**config.mk**
```make
export PLATFORM = sky130hd
export DESIGN_NAME = quadrature_decoder
export DESIGN_NICKNAME = d
export VERILOG_FILES = /design/src/rtl/quadrature_decoder.sv
export SDC_FILE = /design/constraint.sdc
export NUM_CORES = 1
export LEC_CHECK = 0
export CORE_UTILIZATION = 50
export DETAILED_ROUTE_END_ITERATION = 7
export GPL_TIMING_DRIVEN = 0
export PLACE_DENSITY = 0.71
export SETUP_SLACK_MARGIN = 0.5
export SYNTH_ARGS = -nofsm -noshare
export SYNTH_HDL_FRONTEND = slang
export SYNTH_SLANG_ARGS = --single-unit
```
**constraint.sdc**
```tcl
create_clock -name CLOCK -period 6.01 [get_ports CLOCK]
set_clock_uncertainty 0.1 [all_clocks]
set_input_delay 0.9015 -clock CLOCK [delete_from_list [all_inputs] [get_ports CLOCK]]
set_output_delay 0.9015 -clock CLOCK [all_outputs]
set_load 0.05 [all_outputs]
```
**src/rtl/quadrature_decoder.sv**
```systemverilog
// quadrature_decoder
// Turns the asynchronous encoder phases A/B into a signed position count,
// a direction flag, a windowed speed measurement and a sticky error flag.
// The phases are double-flop synchronized and must hold steady for FILTER
// cycles before the decoder accepts them.

module quadrature_decoder #(
    parameter int POS_BITS      = 32,
    parameter int SPEED_BITS    = 16,
    parameter int FILTER        = 3,
    parameter int SAMPLE_CYCLES = 50000
) (
    input  logic                  CLOCK,
    input  logic                  RESET,
    input  logic                  A,
    input  logic                  B,
    input  logic                  CLEAR,
    input  logic                  ERROR_CLR,
    output logic [POS_BITS-1:0]   POSITION,
    output logic                  DIR,
    output logic [SPEED_BITS-1:0] SPEED,
    output logic                  SPEED_VALID,
    output logic                  ERROR
);

    localparam int CNT_W = $clog2(FILTER + 1);
    localparam int WIN_W = $clog2(SAMPLE_CYCLES);

    localparam logic [CNT_W-1:0]    FILTER_C = CNT_W'(FILTER);
    localparam logic [CNT_W-1:0]    CNT_ONE  = CNT_W'(1'b1);
    localparam logic [WIN_W-1:0]    WIN_LAST = WIN_W'(SAMPLE_CYCLES - 1);
    localparam logic [WIN_W-1:0]    WIN_ONE  = WIN_W'(1'b1);
    localparam logic [POS_BITS-1:0] POS_ONE  = POS_BITS'(1'b1);

    localparam logic signed [SPEED_BITS-1:0] SPD_ONE = SPEED_BITS'(1'b1);
    localparam logic signed [SPEED_BITS-1:0] SPD_MAX = {1'b0, {(SPEED_BITS-1){1'b1}}};
    localparam logic signed [SPEED_BITS-1:0] SPD_MIN = -SPD_MAX;

    localparam logic [1:0] STEP_NONE = 2'b00;
    localparam logic [1:0] STEP_FWD  = 2'b01;
    localparam logic [1:0] STEP_REV  = 2'b10;
    localparam logic [1:0] STEP_BAD  = 2'b11;

    typedef enum logic [0:0] {
        ST_INIT  = 1'b0,
        ST_TRACK = 1'b1
    } state_t;

    // Classify a transition between two phase values {B,A}.
    // Forward order is 01 -> 11 -> 10 -> 00 -> 01.
    function automatic logic [1:0] classify_step(input logic [1:0] old_p, input logic [1:0] new_p);
        logic [1:0] kind;
        case ({old_p, new_p})
            4'b01_11, 4'b11_10, 4'b10_00, 4'b00_01: kind = STEP_FWD;
            4'b11_01, 4'b10_11, 4'b00_10, 4'b01_00: kind = STEP_REV;
            4'b01_10, 4'b10_01, 4'b00_11, 4'b11_00: kind = STEP_BAD;
            default:                                kind = STEP_NONE;
        endcase
        return kind;
    endfunction

    logic [1:0]                   sync1_r;
    logic [1:0]                   sync2_r;
    logic [1:0]                   cand_r;
    logic [CNT_W-1:0]             cnt_r;
    logic [1:0]                   acc_r;
    state_t                       state_r;
    logic [WIN_W-1:0]             win_r;
    logic signed [SPEED_BITS-1:0] spd_acc_r;

    logic [CNT_W-1:0]             cnt_inc_s;
    logic [CNT_W-1:0]             cnt_next_s;
    logic [1:0]                   cand_next_s;
    logic                         accept_s;
    logic [1:0]                   accept_val_s;
    logic [1:0]                   step_kind_s;
    logic                         step_fwd_s;
    logic                         step_rev_s;
    logic                         step_bad_s;
    logic                         win_last_s;
    logic signed [SPEED_BITS-1:0] spd_next_s;

    // Two-flop synchronizer for the asynchronous encoder phases.
    always_ff @(posedge CLOCK) begin
        if (RESET) begin
            sync1_r <= 2'b00;
            sync2_r <= 2'b00;
        end else begin
            sync1_r <= {B, A};
            sync2_r <= sync1_r;
        end
    end

    // Stability filter: a new value is accepted once it has held for FILTER cycles.
    always_comb begin
        cnt_inc_s    = cnt_r + CNT_ONE;
        cnt_next_s   = cnt_r;
        cand_next_s  = cand_r;
        accept_s     = 1'b0;
        accept_val_s = cand_r;
        if (sync2_r == acc_r) begin
            cnt_next_s = {CNT_W{1'b0}};
        end else if (sync2_r == cand_r) begin
            if (cnt_inc_s >= FILTER_C) begin
                accept_s   = 1'b1;
                cnt_next_s = {CNT_W{1'b0}};
            end else begin
                cnt_next_s = cnt_inc_s;
            end
        end else begin
            cand_next_s  = sync2_r;
            accept_val_s = sync2_r;
            if (FILTER_C == CNT_ONE) begin
                accept_s   = 1'b1;
                cnt_next_s = {CNT_W{1'b0}};
            end else begin
                cnt_next_s = CNT_ONE;
            end
        end
    end

    // Filter state registers; acc holds the last accepted phase value.
    always_ff @(posedge CLOCK) begin
        if (RESET) begin
            cand_r <= 2'b00;
            cnt_r  <= {CNT_W{1'b0}};
            acc_r  <= 2'b00;
        end else begin
            cand_r <= cand_next_s;
            cnt_r  <= cnt_next_s;
            if (accept_s) begin
                acc_r <= accept_val_s;
            end
        end
    end

    // Decode an accepted value against the previous one; INIT only loads.
    always_comb begin
        step_kind_s = STEP_NONE;
        if (accept_s && (state_r == ST_TRACK)) begin
            step_kind_s = classify_step(acc_r, accept_val_s);
        end else begin
            step_kind_s = STEP_NONE;
        end
    end

    assign step_fwd_s = (step_kind_s == STEP_FWD);
    assign step_rev_s = (step_kind_s == STEP_REV);
    assign step_bad_s = (step_kind_s == STEP_BAD);

    // Decoder FSM with the registered position, direction and error outputs.
    always_ff @(posedge CLOCK) begin
        if (RESET) begin
            state_r  <= ST_INIT;
            POSITION <= {POS_BITS{1'b0}};
            DIR      <= 1'b0;
            ERROR    <= 1'b0;
        end else begin
            case (state_r)
                ST_INIT: begin
                    if (accept_s) begin
                        state_r <= ST_TRACK;
                    end
                end
                ST_TRACK: begin
                    state_r <= ST_TRACK;
                end
                default: begin
                    state_r <= ST_INIT;
                end
            endcase

            // CLEAR overrides a step decoded on the same edge.
            if (CLEAR) begin
                POSITION <= {POS_BITS{1'b0}};
            end else if (step_fwd_s) begin
                POSITION <= POSITION + POS_ONE;
            end else if (step_rev_s) begin
                POSITION <= POSITION - POS_ONE;
            end

            if (step_fwd_s) begin
                DIR <= 1'b1;
            end else if (step_rev_s) begin
                DIR <= 1'b0;
            end

            // A new illegal transition wins over ERROR_CLR.
            if (step_bad_s) begin
                ERROR <= 1'b1;
            end else if (ERROR_CLR) begin
                ERROR <= 1'b0;
            end
        end
    end

    // Saturating update of the per-window step accumulator.
    always_comb begin
        win_last_s = (win_r == WIN_LAST);
        spd_next_s = spd_acc_r;
        if (step_fwd_s) begin
            if (spd_acc_r == SPD_MAX) begin
                spd_next_s = spd_acc_r;
            end else begin
                spd_next_s = spd_acc_r + SPD_ONE;
            end
        end else if (step_rev_s) begin
            if (spd_acc_r == SPD_MIN) begin
                spd_next_s = spd_acc_r;
            end else begin
                spd_next_s = spd_acc_r - SPD_ONE;
            end
        end else begin
            spd_next_s = spd_acc_r;
        end
    end

    // Free-running window; publishes the accumulator on the terminal count.
    always_ff @(posedge CLOCK) begin
        if (RESET) begin
            win_r       <= {WIN_W{1'b0}};
            spd_acc_r   <= {SPEED_BITS{1'b0}};
            SPEED       <= {SPEED_BITS{1'b0}};
            SPEED_VALID <= 1'b0;
        end else if (win_last_s) begin
            win_r       <= {WIN_W{1'b0}};
            spd_acc_r   <= {SPEED_BITS{1'b0}};
            SPEED       <= spd_next_s;
            SPEED_VALID <= 1'b1;
        end else begin
            win_r       <= win_r + WIN_ONE;
            spd_acc_r   <= spd_next_s;
            SPEED_VALID <= 1'b0;
        end
    end

endmodule

```
==> flow_summary.toml, run 1 <==
[timing]
layout_setup_ws_ps = 1050
slew_headroom_pct = 47.3
rsz0062_at_grt = "no"
finalHoldViolCount = 0
min_period_ps = 4960
min_period_over_period_pct = 82.5
fmax_mhz = 202
setup_viol = 0
slew_viol_final = 0
fin_tns_setup_ps = 0
tightest_slew_ps = 791
fin_hold_ws_ps = 343

[synth]
ys.flop_type = "dfxtp_1"
synth_top_area_share_pct = 33.0
synthTopCellsByCount = "nor2_1, dfxtp_1, a21oi_1, nand2_1, ha_1"
ys_top_cells_by_area = "dfxtp_1, ha_1, nor2_1"
yosysSeqAreaShare_pct = 33.0
post_synth_num_cell_types = 61
synthCells = 695
synth.most_common_cell = "nor2_1"
ys_seq_elements = 94
synth_edf_count = 0
synth_warnings = 0
synthArstFlopShare_pct = 0
yosysTopAreaCell = "dfxtp_1"
synth_fp_nets = 741
syn_area_sq_mm = 0.00570
syn_avg_cell_area_sq_um = 8.20

[floorplan]
ios = 57
die_x_um = 109
dieHeight_um = 109
initial_core_util_pct = 51.9
rows = 38
fp.coreArea_sq_mm = 0.0110
fp.dieArea_sq_mm = 0.0118

[clocking]
ctsHoldBuffers = 0
cts.sinks = 94
cts_tree = "done"
clock_path_buffers = 2
worstSkewPairLatency_ps = 360
path_clk_slew_ps = 70
root_buffer = "clkbuf_16"
cts_buffers = 9
h-tree-depth = 3

[critical_path]
start_kind = "register"
cp_max_fo = 8
worstPathArrival_ps = 5090
crit_path_max_incr_delay_ps = 450
critPathMostFrequentCell = "nand2_1"
path_class = "reg -> reg"
cp_top_family = "compound AO/OA/AOI/OAI gates"
worstPathRequired_ps = 6140
worstPathCellList = "clkbuf_1, xor2_1, nor2_1, nand2_1, nor2_1, nand2_1, a41o_1, inv_1, ha_2, clkinvlp_4, buf_4, ha_1, nor2b_1, o31a_1, o311ai_2, nand4_1, a21o_1, a221oi_1, o21ai_0, nand2_1, o211ai_1"
critical_path_buf_inv_count = 4
end_kind = "register"
crit_slowest_cell = "a221oi_1"

[power]
ir_drop_uv = 216
leakagePower_nw = 2.98
power_density_mw_per_mm2 = 184

[cells_and_area]
n_fill_cell = 1006
fin_nets = 813
multi_input_area_sq_mm = 0.00361
stdcell_area_sq_mm = 0.00681
seq_area_sq_mm = 0.00188
drive_gt1_share_pct = 5.31
area_delta_synth_final_pct = 19.5
antenna_cells = 0

[route]
route.detailed.drc = 0
detail-route-antenna-nets = 0
vias = 5127
via_per_inst = 5.62
dr.pass1.iters = 5
drt_iter0_drc = 166
wirelength_um = 13600
wl_per_cell_um = 14.9

[global_routing]
grt_use_total_pct = 24.2
grt_pass1_vias = 4873
overflow = 0
antenna_found_initial = 0
grt_pass1_wl_um = 22300
grt_max_degree = 18

[min_path]
min_path_type = "reg -> reg"

[placement]
hpwl_um = 9980
portBuffers = 55
dp_slack_ps = 182
routabilityCongestion = 0.892
placed_cell_area_sq_mm = 0.00642

[job]
drv_cap = 0

[outcome]
status = "complete, no violations"
power by group:
group	switching, mW	leakage [nW]	internal [mW]
Sequential	0.00229	0.758	0.626
Combinational	0.0206	2.07	0.0101
Clock	0.267	0.151	0.328
Total	0.290	2.98	0.964
sequential cells by signal, summed over array words and instances, names as in the netlist:
register and flops:
POSITION 32, SPEED 16, spd_acc_r 16, win_r 16, acc_r 2, cand_r 2
cnt_r 2, sync1_r 2, sync2_r 2, DIR 1, ERROR 1, SPEED_VALID 1
state_r 1
cells by family (layout without fill, tap and decap cells):
logic type / count (synthesis) / after routing / synth area share [%]
xor gates and xnor gates: 54 / 54 / 8.30
DFF: 94 / 94 / 33.0
muxes: 30 / 30 / 5.27
AOI/OAI and AO/OA: 145 / 145 / 16.5
and+or+nand+nor: 275 / 275 / 24.2
adders and majority gates: 40 / 40 / 8.92
buffers and inverters: 57 / 134 / 3.80
cell usage in the layout (no fill, tap or decap), types with 14 or more instances in the layout:
| cell | Yosys | layout |
|---|---|---|
| nor2b_1 | 17 | 17 |
| xor2_1 | 26 | 26 |
| nor3_1 | 14 | 14 |
| a21oi_1 | 51 | 51 |
| xnor2_1 | 28 | 28 |
| nor2_1 | 106 | 106 |
| clkdlybuf4s50_1 | 0 | 55 |
| dfxtp_1 | 94 | 94 |
| nand3_1 | 22 | 22 |
| nand2_1 | 47 | 47 |
| clkbuf_1 | 25 | 24 |
| inv_1 | 27 | 26 |
| ha_1 | 39 | 38 |
| o21ai_0 | 23 | 23 |
| mux2i_1 | 30 | 30 |
stage by stage:
stage | cells | total power [mW] | utilization [%]
after floorplan | 695 | 0.662 | -
after global placement | 890 | 0.672 | 58.5
after detailed placement | 890 | 0.674 | 58.5
after CTS | 907 | 1.26 | 61.3
after global routing | 912 | 1.29 | 62.0
final | 912 | 1.25 | 62.0
worst paths after layout:
path | startpoint | endpoint | slack [ps] | cells after the start
setup / recovery | sync2_r[1] | POSITION[30] | 1050 | 21
hold / removal | sync1_r[1] | sync2_r[1] | 340 | 1
setup reg to reg | sync2_r[1] | POSITION[30] | 1050 | 21
hold reg to reg | sync1_r[1] | sync2_r[1] | 340 | 1
final cells by class:
class,count,share of cell area [%]
plain buffers,30,1.71
inverters,27,1.54
multi-input cells,544,53.1
clock buffers,9,3.31
repair buffers,60,8.83
clock inverters,7,1.16
repair inverters,1,0.110
flip-flops and latches,94,27.7
well taps,140,2.57
metal layers:
layer | global-route usage (%) | part of all wire [%]
met1 | 28.6 | 45
met2 | 42.5 | 50
met3 | 4.78 | 3.0
met4 | 10.5 | 2.4
met5 | 0 | 0
what timing repair did:
item / CTS / global route
endpoints found under the setup margin: 4 / 18
gates resized for setup: 1 / 6
gates cloned: 1 / 0
pin swaps: 0 / 0
endpoints found under the hold margin: 0 / 0
setup buffers: 0 / 5
Power figures use the tool's default switching activity.
==> inputs of run 2 (changes only) <==
--- a/config.mk
+++ b/config.mk
@@ -8,7 +8,7 @@
 export CORE_UTILIZATION = 50
 export DETAILED_ROUTE_END_ITERATION = 7
 export GPL_TIMING_DRIVEN = 0
-export PLACE_DENSITY = 0.71
+export PLACE_DENSITY = 0.74
 export SETUP_SLACK_MARGIN = 0.5
 export SYNTH_ARGS = -nofsm -noshare
 export SYNTH_HDL_FRONTEND = slang
==> constraint.sdc (replaced) <==
create_clock -name CLOCK -period 4.1 [get_ports CLOCK]
set_clock_uncertainty 0.1 [all_clocks]
set_input_delay 0.615 -clock CLOCK [delete_from_list [all_inputs] [get_ports CLOCK]]
set_output_delay 0.615 -clock CLOCK [all_outputs]
set_load 0.05 [all_outputs]
==> run 2 against run 1 <==
  * Critical endpoint is now POSITION[24]
  * Largest cell class unchanged
  * Highest routed layer unchanged
  * Design area up 15%
  * Non-clock buffer count is 46 higher
  * Critical path depth unchanged
  * Combinational power up 74%
  * The flow now finishes with violations (negative setup slack)
==> flow_summary.toml, run 2 (synthesis gave the netlist of run 1 again) <==
[cells_and_area]
final_common_cell = "nor2_1"
area_delta_synth_final_pct = 37.9
largest_register_ffs = 32
regMostFlops = "POSITION"
stdcell_area_sq_mm = 0.00785
antenna_cells = 0
drive_gt1_share_pct = 20.3
final_cell_mix = "nor2_1, dfxtp_1, clkdlybuf4s50_1"
fin_nets = 860
final_core_utilization_pct = 71.5
instances_no_fill = 959

[floorplan]
ios = 57
die_x_um = 109
initial_core_util_pct = 51.9
fp.dieArea_sq_mm = 0.0118
dieHeight_um = 109
fp.coreArea_sq_mm = 0.0110
rows = 38

[global_routing]
grt_pass1_wl_um = 25700
grt_pass1_vias = 5339
grt_max_degree = 17
grt_use_total_pct = 27.8
overflow = 0
antenna_found_initial = 0

[route]
drt_iter0_drc = 410
route.detailed.drc = 0
dr.pass1.iters = 5
wirelength_um = 17000
via_per_inst = 5.94
vias = 5692
wl_per_cell_um = 17.7
detail-route-antenna-nets = 0

[critical_path]
worstPathArrival_ps = 4490
critPathLaunch = "sync2_r[1]"
r2r_start = "sync2_r[1]"
reg2reg_to = "POSITION[24]"
end_kind = "register"
start_kind = "register"
cp_max_fo = 8
path_class = "reg -> reg"
rrSetupSlack_ps = -240
worstPathRequired_ps = 4250
reg2reg_depth = 21

[placement]
hpwl_um = 10000
portBuffers = 55
dp_slack_ps = -1030
routabilityCongestion = 0.917
dpl.cell_count = 890
placed_cell_area_sq_mm = 0.00654

[power]
power_mw = 2.09
ir_drop_uv = 271
power_density_mw_per_mm2 = 266
leakagePower_nw = 3.42

[outcome]
status = "finished, violations left"
violations = "negative setup slack"

[timing]
fmax_mhz = 231
finalHoldViolCount = 0
setup_viol = 13
fin_hold_ws_ps = 344
layout_setup_ws_ps = -238
slew_headroom_pct = 52.5
rsz0062_at_grt = "yes"
fin_tns_setup_ps = -1550
min_period_ps = 4340
tightest_slew_ps = 712
slew_viol_final = 0
min_period_over_period_pct = 106

[min_path]
min_path_type = "reg -> reg"
worstHoldEndpoint = "sync2_r[0]"
hp-start = "sync1_r[0]"
whs_path_depth = 1

[clocking]
cts.sinks = 94
h-tree-depth = 3
clock_path_buffers = 2
cts_buffers = 9
ctsHoldBuffers = 0
root_buffer = "clkbuf_16"
path_clk_slew_ps = 70
cts_tree = "done"
worstSkewPairLatency_ps = 360

[job]
drv_cap = 0
## run 2: cell count changes in the layout (fill, tap and decap cells not counted), sizes merged
cell      previous run  this run
bufinv               1         5
clkinv               3         0
inv                 29        28
buf                 10        56
clkinvlp             2         3
## run 2: worst max-delay path, cell delays in order, from the launching register on
cell and delay [ps]:
dfxtp_2 320, buf_8 130, xor2_2 180, nor2_2 160, nand2_2 90, nor2_4 120, nand2_2 60, a41o_1 230
inv_2 80, ha_4 150, clkinvlp_4 170, buf_12 200, ha_4 220, a21o_1 230, a31o_2 260, a221oi_2 360
nand4_1 270, a21boi_2 240, o21bai_1 100, a21o_1 180, and3_1 170, a211o_1 220
## run 2: layer usage
| metal | wire, um | global-route usage, % | vias up | part of all wire [%] |
|---|---|---|---|---|
| li1 | - | - | 2688 | - |
| met1 | 7050 | 33.8 | 2705 | 42 |
| met2 | 8320 | 47.7 | 249 | 49 |
| met3 | 1020 | 4.00 | 50 | 6.0 |
| met4 | 571 | 14.5 | 0 | 3.4 |
| met5 | 0 | 0 | - | 0 |
## run 2: area by class of cell
class | count | area (sq um)
repair buffers | 106 | 1030
well taps | 140 | 175
flip-flops and latches | 94 | 1890
clock buffers | 9 | 225
multi-input cells | 544 | 4110
fillers | 810 | 3130
inverters | 27 | 105
plain buffers | 30 | 141
clock inverters | 7 | 168
repair inverters | 2 | 15.0
## run 2: how the worst max path moves through the flow
stage                    to  slack, ps  depth (start not counted)
5_1_grt        POSITION[28]       -350                         21
4_1_cts        POSITION[31]        -60                         21
6_report       POSITION[24]       -240                         21
2_1_floorplan  POSITION[24]       -270                         20
3_3_place_gp   POSITION[24]      -1030                         20
3_5_place_dp   POSITION[24]      -1030                         20
## run 2: power by group
| part | internal, mW | switching, mW |
|---|---|---|
| registers | 0.918 | 0.00365 |
| logic | 0.0200 | 0.0334 |
| clock network | 0.724 | 0.392 |
## run 2: repair_timing
item                                    4_1_cts  5_1_grt
buffers inserted                             39       11
pin swaps                                    49       44
gates resized for setup                      61       57
endpoints found under the setup margin       31       27
endpoints found under the hold margin         0        0
gates cloned                                  3        0
